File: src/rtl/trans_packetizer_if.sv
// Stream bundle between the transmit-port source / DDS sink and the packetizer.
// Latency: none, wires only.
// Backpressure: input side has none; output side uses valid/ready.
interface trans_packetizer_if;
  logic        in_valid;
  logic        in_sof;
  logic [7:0]  in_data0;
  logic [7:0]  in_data1;
  logic [7:0]  in_data2;
  logic [7:0]  in_data3;
  logic        out_valid;
  logic        out_ready;
  logic [31:0] out_data;
  logic        out_sop;
  logic        out_eop;
  logic        overflow;
  logic        clear_ovf;
  logic [15:0] pkt_count;

  // Environment side: drives input words, ready and overflow clear.
  modport master (
    output in_valid, in_sof, in_data0, in_data1, in_data2, in_data3,
    output out_ready, clear_ovf,
    input  out_valid, out_data, out_sop, out_eop, overflow, pkt_count
  );

  // Packetizer side.
  modport slave (
    input  in_valid, in_sof, in_data0, in_data1, in_data2, in_data3,
    input  out_ready, clear_ovf,
    output out_valid, out_data, out_sop, out_eop, overflow, pkt_count
  );
endinterface

File: src/rtl/trans_packetizer.sv
// Buffers 4-lane transmit words and emits PRE0/PRE1/HDR/payload/CRC packets.
// Latency: out_valid rises one cycle after the FIFO count reaches PAYLOAD_WORDS.
// Backpressure: out_ready stalls the packet with outputs held; input is never stalled, excess words are dropped.
module trans_packetizer #(
  parameter int         PAYLOAD_WORDS = 16,
  parameter int         FIFO_DEPTH    = 64,
  parameter logic [7:0] PRE0_BYTE     = 8'hA5,
  parameter logic [7:0] PRE1_BYTE     = 8'h5A
) (
  input logic               clk,
  input logic               rstn,
  trans_packetizer_if.slave bus
);

  localparam int              AW       = $clog2(FIFO_DEPTH);
  localparam int              CW       = AW + 1;
  localparam logic [CW-1:0]   DEPTH_C  = CW'(FIFO_DEPTH);
  localparam logic [CW-1:0]   PW_C     = CW'(PAYLOAD_WORDS);
  localparam logic [7:0]      PW_BYTE  = 8'(PAYLOAD_WORDS);
  localparam logic [7:0]      PAY_LAST = 8'(PAYLOAD_WORDS - 1);

  typedef enum logic [2:0] {
    S_IDLE,
    S_PRE0,
    S_PRE1,
    S_HDR,
    S_PAY,
    S_CRC
  } state_t;

  // One CRC-8 step over a whole byte: poly 0x07, MSB first, no reflection.
  function automatic logic [7:0] crc8_upd(input logic [7:0] crc, input logic [7:0] b);
    logic [7:0] c;
    c = crc ^ b;
    for (int k = 0; k < 8; k++) begin
      c = c[7] ? ((c << 1) ^ 8'h07) : (c << 1);
    end
    return c;
  endfunction

  state_t            state;
  state_t            state_nxt;

  logic [32:0]       mem [FIFO_DEPTH];
  logic [AW-1:0]     wr_ptr;
  logic [AW-1:0]     rd_ptr;
  logic [CW-1:0]     count;
  logic [32:0]       head;
  logic              push;
  logic              pop;

  logic [7:0]        seq_q;
  logic [3:0][7:0]   crc_q;
  logic [7:0]        pay_cnt;
  logic [15:0]       pkt_cnt_q;
  logic              ovf_q;

  logic              out_valid_w;
  logic [31:0]       out_data_w;
  logic              out_sop_w;
  logic              out_eop_w;
  logic              xfer;

  // The head word is read combinationally so the FIFO falls through.
  assign head = mem[rd_ptr];
  assign xfer = out_valid_w & bus.out_ready;
  assign pop  = xfer && (state == S_PAY);
  // A full FIFO still takes a word when the head leaves in the same cycle.
  assign push = bus.in_valid && ((count < DEPTH_C) || pop);

  // FIFO pointers and occupancy count.
  always_ff @(posedge clk or negedge rstn) begin
    if (!rstn) begin
      wr_ptr <= '0;
      rd_ptr <= '0;
      count  <= '0;
    end else begin
      if (push) wr_ptr <= wr_ptr + 1'b1;
      if (pop)  rd_ptr <= rd_ptr + 1'b1;
      case ({push, pop})
        2'b10:   count <= count + 1'b1;
        2'b01:   count <= count - 1'b1;
        default: count <= count;
      endcase
    end
  end

  // FIFO storage, {sof, lane3, lane2, lane1, lane0}; contents need no reset.
  always_ff @(posedge clk) begin
    if (push) mem[wr_ptr] <= {bus.in_sof, bus.in_data3, bus.in_data2, bus.in_data1, bus.in_data0};
  end

  // Sticky overflow; a drop in the same cycle as a clear keeps it set.
  always_ff @(posedge clk or negedge rstn) begin
    if (!rstn) begin
      ovf_q <= 1'b0;
    end else if (bus.in_valid && !push) begin
      ovf_q <= 1'b1;
    end else if (bus.clear_ovf) begin
      ovf_q <= 1'b0;
    end
  end

  // Packet state register.
  always_ff @(posedge clk or negedge rstn) begin
    if (!rstn) state <= S_IDLE;
    else       state <= state_nxt;
  end

  // Next state and output word; everything advances only on a transfer.
  always_comb begin
    state_nxt   = state;
    out_valid_w = 1'b0;
    out_data_w  = '0;
    out_sop_w   = 1'b0;
    out_eop_w   = 1'b0;
    unique case (state)
      S_IDLE: begin
        if (count >= PW_C) state_nxt = S_PRE0;
      end
      S_PRE0: begin
        out_valid_w = 1'b1;
        out_data_w  = {4{PRE0_BYTE}};
        out_sop_w   = 1'b1;
        if (bus.out_ready) state_nxt = S_PRE1;
      end
      S_PRE1: begin
        out_valid_w = 1'b1;
        out_data_w  = {4{PRE1_BYTE}};
        if (bus.out_ready) state_nxt = S_HDR;
      end
      S_HDR: begin
        out_valid_w = 1'b1;
        out_data_w  = {8'h00, PW_BYTE, seq_q, 7'd0, head[32]};
        if (bus.out_ready) state_nxt = S_PAY;
      end
      S_PAY: begin
        out_valid_w = 1'b1;
        out_data_w  = head[31:0];
        if (bus.out_ready && (pay_cnt == PAY_LAST)) state_nxt = S_CRC;
      end
      S_CRC: begin
        out_valid_w = 1'b1;
        out_data_w  = {crc_q[3], crc_q[2], crc_q[1], crc_q[0]};
        out_eop_w   = 1'b1;
        if (bus.out_ready) state_nxt = S_IDLE;
      end
      default: state_nxt = S_IDLE;
    endcase
  end

  // Sequence number, lane CRCs, payload index and sent-packet counter.
  always_ff @(posedge clk or negedge rstn) begin
    if (!rstn) begin
      seq_q     <= '0;
      crc_q     <= '0;
      pay_cnt   <= '0;
      pkt_cnt_q <= '0;
    end else if (xfer) begin
      case (state)
        S_HDR: begin
          crc_q   <= '0;
          pay_cnt <= '0;
        end
        S_PAY: begin
          for (int i = 0; i < 4; i++) begin
            crc_q[i] <= crc8_upd(crc_q[i], head[8*i +: 8]);
          end
          pay_cnt <= pay_cnt + 1'b1;
        end
        S_CRC: begin
          seq_q     <= seq_q + 8'd1;
          pkt_cnt_q <= pkt_cnt_q + 16'd1;
        end
        default: ;
      endcase
    end
  end

  assign bus.out_valid = out_valid_w;
  assign bus.out_data  = out_data_w;
  assign bus.out_sop   = out_sop_w;
  assign bus.out_eop   = out_eop_w;
  assign bus.overflow  = ovf_q;
  assign bus.pkt_count = pkt_cnt_q;

endmodule

File: src/flat_wrapper.sv
// flat-port wrapper written by rule: the top's interface ports become plain ports
module trans_packetizer_flat 
#(
  parameter int         PAYLOAD_WORDS = 16,
  parameter int         FIFO_DEPTH    = 64,
  parameter logic [7:0] PRE0_BYTE     = 8'hA5,
  parameter logic [7:0] PRE1_BYTE     = 8'h5A
)
  (clk, rstn, bus_in_valid, bus_in_sof, bus_in_data0, bus_in_data1, bus_in_data2, bus_in_data3, bus_out_ready, bus_clear_ovf, bus_out_valid, bus_out_data, bus_out_sop, bus_out_eop, bus_overflow, bus_pkt_count);
  trans_packetizer_if bus_i ();
  input logic clk;
  input logic rstn;
  input wire logic [$bits(bus_i.in_valid)-1:0] bus_in_valid;
  input wire logic [$bits(bus_i.in_sof)-1:0] bus_in_sof;
  input wire logic [$bits(bus_i.in_data0)-1:0] bus_in_data0;
  input wire logic [$bits(bus_i.in_data1)-1:0] bus_in_data1;
  input wire logic [$bits(bus_i.in_data2)-1:0] bus_in_data2;
  input wire logic [$bits(bus_i.in_data3)-1:0] bus_in_data3;
  input wire logic [$bits(bus_i.out_ready)-1:0] bus_out_ready;
  input wire logic [$bits(bus_i.clear_ovf)-1:0] bus_clear_ovf;
  output wire logic [$bits(bus_i.out_valid)-1:0] bus_out_valid;
  output wire logic [$bits(bus_i.out_data)-1:0] bus_out_data;
  output wire logic [$bits(bus_i.out_sop)-1:0] bus_out_sop;
  output wire logic [$bits(bus_i.out_eop)-1:0] bus_out_eop;
  output wire logic [$bits(bus_i.overflow)-1:0] bus_overflow;
  output wire logic [$bits(bus_i.pkt_count)-1:0] bus_pkt_count;
  assign bus_i.in_valid = bus_in_valid;
  assign bus_i.in_sof = bus_in_sof;
  assign bus_i.in_data0 = bus_in_data0;
  assign bus_i.in_data1 = bus_in_data1;
  assign bus_i.in_data2 = bus_in_data2;
  assign bus_i.in_data3 = bus_in_data3;
  assign bus_i.out_ready = bus_out_ready;
  assign bus_i.clear_ovf = bus_clear_ovf;
  assign bus_out_valid = bus_i.out_valid;
  assign bus_out_data = bus_i.out_data;
  assign bus_out_sop = bus_i.out_sop;
  assign bus_out_eop = bus_i.out_eop;
  assign bus_overflow = bus_i.overflow;
  assign bus_pkt_count = bus_i.pkt_count;
  trans_packetizer #(.PAYLOAD_WORDS(PAYLOAD_WORDS), .FIFO_DEPTH(FIFO_DEPTH), .PRE0_BYTE(PRE0_BYTE), .PRE1_BYTE(PRE1_BYTE)) u_core (.clk(clk), .rstn(rstn), .bus(bus_i));
endmodule
File: config.mk
export PLATFORM = sky130hd
export DESIGN_NAME = trans_packetizer_flat
export DESIGN_NICKNAME = d
export VERILOG_FILES = /design/src/rtl/trans_packetizer_if.sv /design/src/rtl/trans_packetizer.sv /design/src/flat_wrapper.sv
export SDC_FILE = /design/constraint.sdc
export NUM_CORES = 2
export LEC_CHECK = 0
export BUFFER_PORTS_ARGS = -buffer_cell sky130_fd_sc_hd__buf_2
export CAP_MARGIN = 20
export CELL_PAD_IN_SITES_DETAIL_PLACEMENT = 0
export CELL_PAD_IN_SITES_GLOBAL_PLACEMENT = 1
export CORE_UTILIZATION = 40
export DETAILED_ROUTE_END_ITERATION = 10
export GPL_ROUTABILITY_DRIVEN = 1
export PLACE_DENSITY = 0.62
export SKIP_LAST_GASP = 1
export SLEW_MARGIN = 10
export SYNTH_ARGS = -nofsm -noshare
export SYNTH_HDL_FRONTEND = slang
export SYNTH_SLANG_ARGS = --single-unit
File: constraint.sdc
create_clock -name clk -period 5.1 [get_ports clk]
set_clock_uncertainty 0.05 [all_clocks]
set_input_delay 0.255 -clock clk [delete_from_list [all_inputs] [get_ports clk]]
set_output_delay 0.255 -clock clk [all_outputs]
set_load 0.02 [all_outputs]
# After elaboration in Yosys (flattened, before gate mapping)
# Memories as Yosys holds them, arrays and structs flattened.
# Cells that the tools add are included.
[classes]
addsub = 7
order_cmp = 2
n_eq_ne = 14
mux = 50
bitwise = 37
n_reduce_logical = 14
[op_table]
columns = ["cell", "n"]
rows = [
  ["$pmux W32 S5", 1],
  ["$mux W3", 38],
  ["$not A3 Y3", 32],
  ["$pmux W32 S2", 1],
  ["$xor A8 B8 Y8", 4],
  ["$pmux W3 S6", 1],
  ["$add A16 B1 Y16 const B", 1],
  ["$add A8 B1 Y8 const B", 2],
  ["$pmux W8 S2", 1],
  ["$pmux W7 S2", 1],
  ["$add A6 B1 Y6 const B", 2],
  ["$ne A2 B2 Y1 const B", 5],
  ["$eq A8 B4 Y1 const B", 1],
  ["$add A7 B1 Y7 const B", 1],
  ["$ge A7 B5 Y1 const B", 1],
  ["$lt A7 B7 Y1 const B", 1],
  ["$mux W1", 7],
  ["$sub A7 B1 Y7 const B", 1],
  ["$eq A3 B2 Y1 const B", 2],
  ["$eq A3 B3 Y1 const B", 2],
  ["$reduce_and A6 Y1", 1],
  ["$reduce_bool A2 Y1", 3],
  ["$reduce_or A5 Y1", 1],
  ["$logic_and A1 B1 Y1", 4],
  ["other kinds (9)", 10],
]
[totals]
regBits = 87
ramBits = 2112
out_inout_bits = 52
elab_cells = 137
mem_count = 1
[memory_table]
columns = ["name", "depth", "word_bits", "rd", "rd_clocked_by_memory_dff", "wr", "line", "source"]
rows = [
  ["u_core.mem", 64, 33, 1, 0, 1, "trans_packetizer.sv:44", "logic [32:0] mem [FIFO_DEPTH];"],
]

# Depth between registers and ports, before layout
# An unclocked memory read counts as a cell.
[depth]
word_depth = 19
mapped_depth = 21
ltp_nobuf = 18

# Worst setup path before layout
# Ideal clock, no wire load.
[synth_timing]
kind = "reg2reg"
startpoint = "register u_core.state[1]"
endpoint = "memory u_core.mem[54][0] (enable)"
setup_ps = 423
arrival_time_ps = 3430
required_time_ps = 4627
slack_ps = 1197
stages_incl_launch_ff = 13
n_path_buf = 2
synth_period_minus_slack_ps = 3903
path_cell_list = "dfrtp_1 -> inv_1 -> nand2_1 -> clkbuf_1 -> nor2_1 -> nand2_1 -> nand2_1 -> and2_1 -> clkbuf_1 -> inv_1 -> nor2_1 -> nand3_1 -> nor2_1"
[synth_via]
elab_chain_cells = 9
word_cells_on_any_way = 13
cone_classes = "eq/ne (5); mux (3); bitwise (1); reduce/logical (4)"
[synth_lines]
columns = ["item", "line", "source"]
rows = [
  ["from (decl)", "trans_packetizer.sv:41", "state_t state;"],
  ["from (signal assigned)", "trans_packetizer.sv:107", "else state <= state_nxt;"],
  ["$eq A3 B1 Y1, or another cell as far along", "trans_packetizer.sv:117", "unique case (state)"],
  ["$reduce_or A5 Y1 (no source line)", "-", ""],
  ["$mux W1", "trans_packetizer.sv:117", ""],
  ["$and A1 B1 Y1", "trans_packetizer.sv:66", "assign xfer = out_valid_w & bus.out_ready;"],
  ["$logic_and A1 B1 Y1 (*)", "trans_packetizer.sv:67", "assign pop = xfer && (state == S_PAY);"],
  ["$logic_or A1 B1 Y1 (*)", "trans_packetizer.sv:69", "assign push = bus.in_valid && ((count < DEPTH_C) || pop);"],
  ["$logic_and A1 B1 Y1 (*)", "trans_packetizer.sv:69", ""],
  ["$mux W1 (*)", "trans_packetizer.sv:90", "if (push) mem[wr_ptr] <= {bus.in_sof, bus.in_data3, bus.in_data2, bus.in_data1, bus.in_data0};"],
  ["$mux W1 (not written as such) (*)", "trans_packetizer.sv:90", ""],
  ["to (decl)", "trans_packetizer.sv:44", ""],
]
# Every way passes the cells marked *; elsewhere a longest branch is shown, timed or not.

# Worst setup path after layout
[layout_timing]
startpoint = "register u_core.rd_ptr[0]"
endpoint = "output port bus_out_data[11]"
[layout_via]
elab_chain_cells = 2
[layout_lines]
columns = ["item", "line", "source"]
rows = [
  ["from (decl)", "trans_packetizer.sv:46", "logic [AW-1:0] rd_ptr;"],
  ["from (signal assigned)", "trans_packetizer.sv:79", "if (pop) rd_ptr <= rd_ptr + 1'b1;"],
  ["$mem_v2 Z64 W33", "-", ""],
  ["$pmux W32 S5", "trans_packetizer.sv:117", ""],
  ["to (decl)", "flat_wrapper.sv:22", "output wire logic [$bits(bus_i.out_data)-1:0] bus_out_data;"],
]
# Every way passes these cells.

==> flow_metrics.env <==
export IMPL_synth_edff_count=2112
export IMPL_clock_sinks=2199
export IMPL_synth_top_cell_by_area="edfxtp_1"
export IMPL_place_area_um2=92400
export IMPL_async_flop_share=0.0396
export IMPL_cts_htree_levels=4
export IMPL_coreArea_um2=215000
export IMPL_synth_seq_cells=2199
export IMPL_ys_flop_type="edfxtp_1"
export IMPL_fin_nets=4683
export IMPL_finalInstanceArea_um2=101000
export IMPL_wl_per_cell_um=31.7
export IMPL_routed_wl_um=243000
export IMPL_final_common_cell="edfxtp_1"
export IMPL_postSynthCellCount=4244
export IMPL_hpwlAfterDp_um=144000
export IMPL_gr_total_overflow=0
export IMPL_fin_util=0.468
export IMPL_path_cells="buf_4 > buf_12 > mux4_2 > a22oi_1 > a21oi_1 > o21ai_0 > and3_1 > inv_1 > mux2i_1 > o22ai_1 > buf_2"
export IMPL_floorplan_initialDensity=0.404
export IMPL_drive_gt1_frac=0.264
export IMPL_die_area_um2=219000
export IMPL_drc=0
export IMPL_path_max_fanout=53
export IMPL_finalWorstSetupSlack_ns=0.113
export IMPL_worstSetupPathType="flip-flop to primary output"
export IMPL_cp_arrival_ns=4.68
export IMPL_port_buffers=89
export IMPL_syn_area_per_cell_um2=20.5
export IMPL_antenna_found_initial=15
export IMPL_clk_latency_ns=0.86
export IMPL_hold_viol_final=0
export IMPL_die_w_um=468
export IMPL_cp_end_kind="primary output"
export IMPL_area_delta_synth_final_pct=16.0
export IMPL_tightest_slew_ns=1.11
export IMPL_io_pins=90
export IMPL_cts_root_buf="clkbuf_16"
export IMPL_hold_path_class="input port to flip-flop"
export IMPL_cap_violations=0
export IMPL_drtIter0Drc=4754
export IMPL_final_cell_mix="edfxtp_1, mux4_2, mux2i_1, clkbuf_16, buf_4"
export IMPL_cts_tree="built"
export IMPL_slew_viol_final=0
export IMPL_vias=44000
export IMPL_synth_cell_types=76
export IMPL_slowest_delay_ns=0.66
export IMPL_peakVddDrop_mv=0.346
export IMPL_critPathRequiredTime_ns=4.80
export IMPL_cp_slowest_cell="dfrtp_4"
export IMPL_min_period_ns=4.99
export IMPL_yosysWarnings=0
export IMPL_cts_inserted_buffers=223
export IMPL_synth_top_cell_area_share=0.731
export IMPL_routed_via_density=5.74
export IMPL_syn_area_um2=86800
export IMPL_grt_max_degree=65
export IMPL_leakagePower_nw=32.1
export IMPL_min_period_over_period=0.978
export IMPL_cellPowerDensity_nw_per_um2=527
export IMPL_grt_pass1_wl_um=340000
export IMPL_max_freq_mhz=201
export IMPL_fp_dieH_um=468
export IMPL_rsz0062_at_grt="false"
export IMPL_clk_pin_slew_ns=0.06
export IMPL_setup_violations=0
export IMPL_clockBufferDepth=3
export IMPL_synth_net_count=4290
export IMPL_track_usage=0.222
export IMPL_synth_area_leaders="edfxtp_1, mux4_2, mux2i_1"
export IMPL_status="completed"
export IMPL_rows=170
export IMPL_min_delay_start="bus_in_data1[3]"
export IMPL_max_slew_margin=0.259
export IMPL_grt_pass1_vias=43800
export IMPL_r2r_start="u_core.rd_ptr[0]"
export IMPL_antenna_left=0
export IMPL_place_gp_congestion=0.802
export IMPL_drtPass1Iterations=5
export IMPL_start_kind="flip-flop"
export IMPL_cp_startpoint="u_core.rd_ptr[0]"
export IMPL_seq_area_frac_synth=0.756
export IMPL_dpl_worst_slack_ns=0.688
## cell usage after synthesis (all sizes together) (23+ instances only)
master / count
o22ai: 52
a21oi: 79
inv: 32
nor2: 137
xnor2: 90
clkbuf: 68
nand3: 30
mux4: 436
o21ai: 93
mux2i: 306
mux2: 44
a221oi: 26
nand2: 130
edfxtp: 2112
dfrtp: 87
a22oi: 84
xor2: 43
nor3: 23
buf: 166
## cells by family (layout without fill, tap and decap cells)
kind of cell / count (synthesis) / after routing / share of synthesized area
fa+ha+maj: 8 / 8 / 0.00115
xor+xnor: 135 / 135 / 0.0142
compound gates: 444 / 444 / 0.0345
simple gates: 406 / 406 / 0.0211
mux: 786 / 786 / 0.154
other cells: 0 / 4 / 0
flops: 2199 / 2199 / 0.756
buf+inv: 266 / 853 / 0.0191
## metal layers
metal	wire (µm)	vias to the layer above	global-route usage
li1	-	18300	-
met1	105000	23800	0.316
met2	117000	1696	0.357
met3	17600	266	0.0392
met4	4160	2	0.0467
met5	13	-	0
## final timing paths
path | end | slack, ns | cells after the start
max | bus_out_data[11] | 0.11 | 11
min | u_core.mem[1][11] | 0.06 | 2
max reg2reg | u_core.crc_q[27] | 0.78 | 13
min reg2reg | u_core.bus.pkt_count[15] | 0.42 | 1
max in group asynchronous | u_core.rd_ptr[1] | 3.87 | 4
min in group asynchronous | u_core.bus.pkt_count[15] | 0.49 | 4
## final cells by class
type / instances / area, µm²
Sequential cell: 2199 / 65600
Tap cell: 2838 / 3550
Antenna cell: 4 / 10.0
Timing Repair Buffer: 402 / 3930
Inverter: 32 / 120
Clock buffer: 271 / 5800
Clock inverter: 148 / 1570
Multi-Input combinational cell: 1779 / 20100
Fill cell: 17800 / 114000
## stage by stage
stage | hold WS, ns | TNS, ns | power, mW | instances
floorplan | -0.0906 | 0 | 31.5 | 4244
global placement | 0.314 | 0 | 36.8 | 7185
detailed placement | 0.322 | 0 | 36.8 | 7185
CTS | 0.00706 | -0.0209 | 53.3 | 7623
global route | 0.0548 | 0 | 55.0 | 7671
finish | 0.0607 | 0 | 53.0 | 7673
## repair_timing
action	in CTS	in global routing
gates resized for setup	1	6
hold buffers	12	23
buffers inserted	7	5
endpoints found under the hold margin	130	887
endpoints found under the setup margin	7	5
## registers in the layout, summed over array words and instances (netlist names)
| register | count |
|---|---|
| u_core.mem | 2112 |
| u_core.wr_ptr | 6 |
| u_core.pay_cnt | 8 |
| u_core.bus.pkt_count | 16 |
| u_core.seq_q | 8 |
| u_core.crc_q | 32 |
| u_core.rd_ptr | 6 |
| u_core.state | 3 |
| u_core.bus.overflow | 1 |
| u_core.count | 7 |
## critical path: cells and delay by family (launching register included)
kind                   cells  cell delay, ns
AO/OA/AOI/OAI              4            0.97
buffers and inverters      4            0.79
AND/OR/NAND/NOR            1            0.39
multiplexers               2            0.91
flip-flops                 1            0.66
## report_power, final
group	leakage [nW]	switching, mW	internal, mW
sequential	20.1	0.467	20.5
combinational	8.38	9.05	6.55
clock	3.59	6.98	9.48
Note: power is estimated with default switching activity, not from simulation.
